### src/rtl/console_uart_tx.sv
// Console UART transmitter: buffers bytes from the Wrapper console port in a
// small FIFO and serialises them as 8N1 frames on TX.
module console_uart_tx #(
  parameter int unsigned CLKS_PER_BIT = 868,
  parameter int unsigned FIFO_DEPTH   = 4
) (
  input  logic                          CLK,
  input  logic                          RESET,
  input  logic [7:0]                    CONSOLE_OUT,
  input  logic                          CONSOLE_OUT_valid,
  output logic                          CONSOLE_OUT_ready,
  output logic                          TX,
  output logic                          BUSY,
  output logic [$clog2(FIFO_DEPTH):0]   FIFO_COUNT
);

  localparam int unsigned PTR_W  = $clog2(FIFO_DEPTH);
  localparam int unsigned CNT_W  = PTR_W + 1;
  localparam int unsigned BCNT_W = $clog2(CLKS_PER_BIT);

  localparam logic [BCNT_W-1:0] BIT_LAST = BCNT_W'(CLKS_PER_BIT - 1);
  localparam logic [CNT_W-1:0]  CNT_FULL = CNT_W'(FIFO_DEPTH);

  localparam logic [1:0] S_IDLE  = 2'd0;
  localparam logic [1:0] S_START = 2'd1;
  localparam logic [1:0] S_DATA  = 2'd2;
  localparam logic [1:0] S_STOP  = 2'd3;

  logic [1:0]        state, state_nxt;
  logic              tx_q, tx_nxt;
  logic              busy_q, busy_nxt;
  logic [BCNT_W-1:0] bit_cnt, bit_cnt_nxt;
  logic [2:0]        bit_idx, bit_idx_nxt;
  logic [7:0]        shift, shift_nxt;
  logic [PTR_W-1:0]  rd_ptr, wr_ptr;
  logic [CNT_W-1:0]  count, count_nxt;
  logic [7:0]        mem [FIFO_DEPTH];
  logic              push, pop, bit_done;

  assign CONSOLE_OUT_ready = !RESET && (count < CNT_FULL);
  assign push              = CONSOLE_OUT_valid && CONSOLE_OUT_ready;
  assign bit_done          = (bit_cnt == BIT_LAST);

  assign TX         = tx_q;
  assign BUSY       = busy_q;
  assign FIFO_COUNT = count;

  // State and datapath registers
  always_ff @(posedge CLK) begin
    if (RESET) begin
      state   <= S_IDLE;
      tx_q    <= 1'b1;
      busy_q  <= 1'b0;
      bit_cnt <= '0;
      bit_idx <= '0;
      shift   <= '0;
      rd_ptr  <= '0;
      wr_ptr  <= '0;
      count   <= '0;
    end else begin
      state   <= state_nxt;
      tx_q    <= tx_nxt;
      busy_q  <= busy_nxt;
      bit_cnt <= bit_cnt_nxt;
      bit_idx <= bit_idx_nxt;
      shift   <= shift_nxt;
      count   <= count_nxt;
      if (push) wr_ptr <= wr_ptr + PTR_W'(1);
      if (pop)  rd_ptr <= rd_ptr + PTR_W'(1);
    end
  end

  // FIFO storage; push already excludes reset via ready
  always_ff @(posedge CLK) begin
    if (push) mem[wr_ptr] <= CONSOLE_OUT;
  end

  // Next-state logic; frames chain STOP->START with no idle gap
  always_comb begin
    state_nxt   = state;
    tx_nxt      = tx_q;
    bit_cnt_nxt = bit_cnt;
    bit_idx_nxt = bit_idx;
    shift_nxt   = shift;
    pop         = 1'b0;

    case (state)
      S_IDLE: begin
        tx_nxt      = 1'b1;
        bit_cnt_nxt = '0;
        if (count != '0) begin
          pop       = 1'b1;
          shift_nxt = mem[rd_ptr];
          state_nxt = S_START;
          tx_nxt    = 1'b0;
        end
      end
      S_START: begin
        if (bit_done) begin
          bit_cnt_nxt = '0;
          bit_idx_nxt = '0;
          state_nxt   = S_DATA;
          tx_nxt      = shift[0];
        end else begin
          bit_cnt_nxt = bit_cnt + BCNT_W'(1);
        end
      end
      S_DATA: begin
        if (bit_done) begin
          bit_cnt_nxt = '0;
          if (bit_idx == 3'd7) begin
            state_nxt = S_STOP;
            tx_nxt    = 1'b1;
          end else begin
            bit_idx_nxt = bit_idx + 3'd1;
            shift_nxt   = {1'b0, shift[7:1]};
            tx_nxt      = shift[1];
          end
        end else begin
          bit_cnt_nxt = bit_cnt + BCNT_W'(1);
        end
      end
      S_STOP: begin
        if (bit_done) begin
          bit_cnt_nxt = '0;
          if (count != '0) begin
            pop       = 1'b1;
            shift_nxt = mem[rd_ptr];
            state_nxt = S_START;
            tx_nxt    = 1'b0;
          end else begin
            state_nxt = S_IDLE;
            tx_nxt    = 1'b1;
          end
        end else begin
          bit_cnt_nxt = bit_cnt + BCNT_W'(1);
        end
      end
      default: begin
        state_nxt   = S_IDLE;
        tx_nxt      = 1'b1;
        bit_cnt_nxt = '0;
      end
    endcase

    count_nxt = count + CNT_W'(push) - CNT_W'(pop);
    busy_nxt  = (state_nxt != S_IDLE) || (count_nxt != '0);
  end

endmodule

### config.mk
export PLATFORM = sky130hd
export DESIGN_NAME = console_uart_tx
export DESIGN_NICKNAME = d
export VERILOG_FILES = /design/src/rtl/console_uart_tx.sv
export SDC_FILE = /design/constraint.sdc
export NUM_CORES = 1
export LEC_CHECK = 0
export CORE_MARGIN = 3
export CORE_UTILIZATION = 42
export CTS_BUF_LIST = sky130_fd_sc_hd__clkbuf_4 sky130_fd_sc_hd__clkbuf_8 sky130_fd_sc_hd__clkbuf_16
export CTS_CLUSTER_DIAMETER = 120
export CTS_CLUSTER_SIZE = 25
export DETAILED_ROUTE_END_ITERATION = 7
export DONT_BUFFER_PORTS = 1
export GPL_TIMING_DRIVEN = 0
export HOLD_SLACK_MARGIN = 0.05
export PLACE_DENSITY = 0.59
export SYNTH_ARGS = -nofsm -noshare
export SYNTH_HDL_FRONTEND = slang
export SYNTH_SLANG_ARGS = --single-unit
export TNS_END_PERCENT = 30
### constraint.sdc
create_clock -name CLK -period 3.5 [get_ports CLK]
set_input_delay 0.525 -clock CLK [delete_from_list [all_inputs] [get_ports CLK]]
set_output_delay 0.525 -clock CLK [all_outputs]
set_load 0.1 [all_outputs]
==> results by group <==
Outcome
  • Status: completed

Drt
  • Via count: around 1800
  • Vias per Instance: around 5.3
  • DRT iter0 DRCs: 65
  • Final Routed Wirelength: ~5.3 mm
  • DRT Pass-1 Iters: 6
  • Routed WL per cell: approximately 15 um
  • Post-DRT Antenna Nets: 0
  • Residual DRC count: 0

Place
  • Pre-CTS worst setup slack: -136 ps
  • Gpl congestion: roughly 0.75
  • Detailed Place HPWL: around 3.8 mm
  • Port-buffer cells: 0
  • Placed cells: 330

GRT
  • Vias in the first global route: 1874
  • Initial antenna violation count: 0
  • First-pass GRT wire length: about 8.9 mm
  • Grt ovf: 0
  • Largest net degree at the start of global routing: 15
  • Gr usage total: ~14%

STA
  • Slew margin rel.: between 20% and 30%
  • Actual slew at the worst max-slew pin: 1150 ps
  • Max-slew violations: 0
  • F_max: slightly above 0.3 GHz
  • Final hold viol count: 0
  • Clock skew: 5.57 ps
  • RSZ-0062 raised after global routing: no
  • Post-layout worst setup margin: between 200 and 250 ps
  • Final worst path period share: between 90% and 100%
  • # setup viols final: 0
  • Tmin final: roughly 3300 ps

Clocking
  • CTS sink cnt: 66
  • Num CTS Buffers: 9
  • Clk Tree Root Cell: clkbuf_8
  • CTS H-tree lvls: 3
  • CTS Hold Bufs: 0
  • Worst-skew pair later-pin latency: 340 ps
  • Worst-path clk slew: 80 ps
  • Number of setup buffers added after CTS: 0
  • Post-CTS sizing: 1
  • CTS tree: built
  • Clock Tree Buf Depth: 2

Synthesis
  • Syn_nets: 260
  • Seq/Total Area, Yosys: 54.9%
  • Top cell type by total area after synthesis: edfxtp_1
  • Synth cell count leaders: dfxtp_1 (34), edfxtp_1 (32), nor2_1 (20)
  • Gate count of the mapped netlist: ~230
  • EDFF count, synth: 32
  • Mapped cell area: approximately 3000 um2
  • Top_reg_cell synth: dfxtp_1
  • Avg Cell Area, Syn: roughly 13 um2
  • Yosys cell types: 45
  • Async SR Flop Fraction: 0%
  • Count leader, synth: dfxtp_1
  • Synth Register Bits: between 60 and 70
  • Top post-synthesis cells by area: edfxtp_1 (32%), dfxtp_1 (23%), mux4_2 (6.0%), ha_1 (5.9%), nor2_1 (2.5%)
  • Synth top area share: 32.1%
  • Total number of yosys warnings: 0

Floorplanning
  • Die footprint: 8170 um2
  • Core ar.: ~6800 um2
  • Die Y-Extent: 90.4 um
  • Die Wd: ~90 um
  • Row count: 30
  • Initial Util: 43.8%
  • I/O pin cnt: 17

Pwr
  • Lkg Pwr: roughly 1.1 nW
  • Pwr Total: ~2.4 mW
  • Worst vdd ir: slightly below 400 uV
  • P per Cell Area: 727 nW/um2

Critical path
  • Req. time, crit path: between 3000 and 4000 ps
  • Crit path kind: flip-flop to flip-flop
  • R2r startpoint: FIFO_COUNT[2]$_SDFF_PP0_
  • R2R cell count: 10
  • Reg2reg end: BUSY$_SDFF_PP0_
  • Worst Setup End Kind: flip-flop
  • Reg2Reg Setup Slack: between 200 and 250 ps
  • Worst setup endpoint: BUSY$_SDFF_PP0_
  • Crit path arrival time: 3500 ps
  • CP max FO: 6
  • Worst setup SP type: flip-flop
  • Setup crit start: FIFO_COUNT[2]$_SDFF_PP0_

Cells and area
  • Final core utilization: between 40% and 50%
  • Fin nets: around 270
  • Area growth syn-to-layout: 10.4%
  • # diodes: 0
  • Layout cell share with drive strength beyond 1: between 10% and 20%
  • Final Non-Filler Cells: 346

Worst hold path
  • Worst Hold Class: input port to flip-flop

Job
  • Max-cap violations: 0
## power breakdown
group / leakage, nW / switching, mW / internal [mW] / total, mW
sequential: 0.568 / 0.237 / 0.926 / 1.16
combinational: 0.433 / 0.345 / 0.299 / 0.644
clock: 0.0877 / 0.324 / 0.269 / 0.593
## area by class of cell
class                      instances  area (um2)
fill                             642        3530
clock buffer                       9         124
clock inverter                     7        58.8
multi-input combinational        145        1250
buffer                            11        61.3
inverter                          12        45.0
sequential                        66        1640
tap                               96         120
## logic make-up (layout without fill, tap and decap cells)
group           count (synthesis)  in the layout  share of synthesized area [%]
compound gates                 42             42                           11.3
xor+xnor                       11             11                           3.22
fa+ha+maj                      15             15                           6.52
buf+inv                        23             39                           3.55
flops                          66             66                           54.9
mux                            17             17                           9.12
simple gates                   60             60                           11.4
## flip-flops by register name, indices dropped and copies added (netlist names), named ones only
register    cells
shift           8
wr_ptr          2
bit_cnt        10
state           2
bit_idx         3
TX              1
mem            32
BUSY            1
rd_ptr          2
FIFO_COUNT      3
## worst max-delay path, stage by stage, from the launching register on
cell     delay (ps)
dfxtp_1         710
nor2_4          750
and2_1          290
inv_1            60
ha_1            280
inv_1            40
ha_1            180
fa_1            380
xnor2_1         150
nor3_1          200
a31oi_1         110
## how the worst min path moves through the flow
stage	slack, ps	cells past startpoint	to	from
floorplan	430	1	bit_cnt[0]$_SDFF_PP0_	bit_cnt[0]$_SDFF_PP0_
global placement	450	1	bit_cnt[0]$_SDFF_PP0_	bit_cnt[0]$_SDFF_PP0_
detailed placement	450	1	bit_cnt[0]$_SDFF_PP0_	bit_cnt[0]$_SDFF_PP0_
CTS	260	0	mem[1][0]$_DFFE_PP_	CONSOLE_OUT[0]
global route	250	0	mem[2][5]$_DFFE_PP_	CONSOLE_OUT[5]
finish	270	0	mem[0][5]$_DFFE_PP_	CONSOLE_OUT[5]
## per-stage QoR
step	hold slack, ps	area, um2	TNS (ps)
2_1_floorplan	430	2990	0
3_3_place_gp	446	3110	-145
3_5_place_dp	452	3110	-136
4_1_cts	257	3300	0
5_1_grt	248	3300	0
6_report	273	3300	0
## per-layer routing
| metal | vias up | global-route usage (%) | share of wire [%] |
|---|---|---|---|
| li1 | 903 | - | - |
| met1 | 866 | 17.0 | 45 |
| met2 | 47 | 22.3 | 49 |
| met3 | 8 | 4.83 | 5.0 |
| met4 | 0 | 5.10 | 1.1 |
| met5 | - | 0 | 0 |
## cells in the final DEF, fill, tap and decap left out, types with 7 or more instances in the layout
master and count:
dfxtp_1 34, mux4_2 8, mux2i_1 7, xnor2_1 8, edfxtp_1 32, ha_1 14
inv_1 12, nor2_1 19, clkbuf_8 9, nand2_1 8, a311oi_1 8, a21oi_1 12
nor3_1 7
Note: power is estimated with default switching activity, not from simulation.
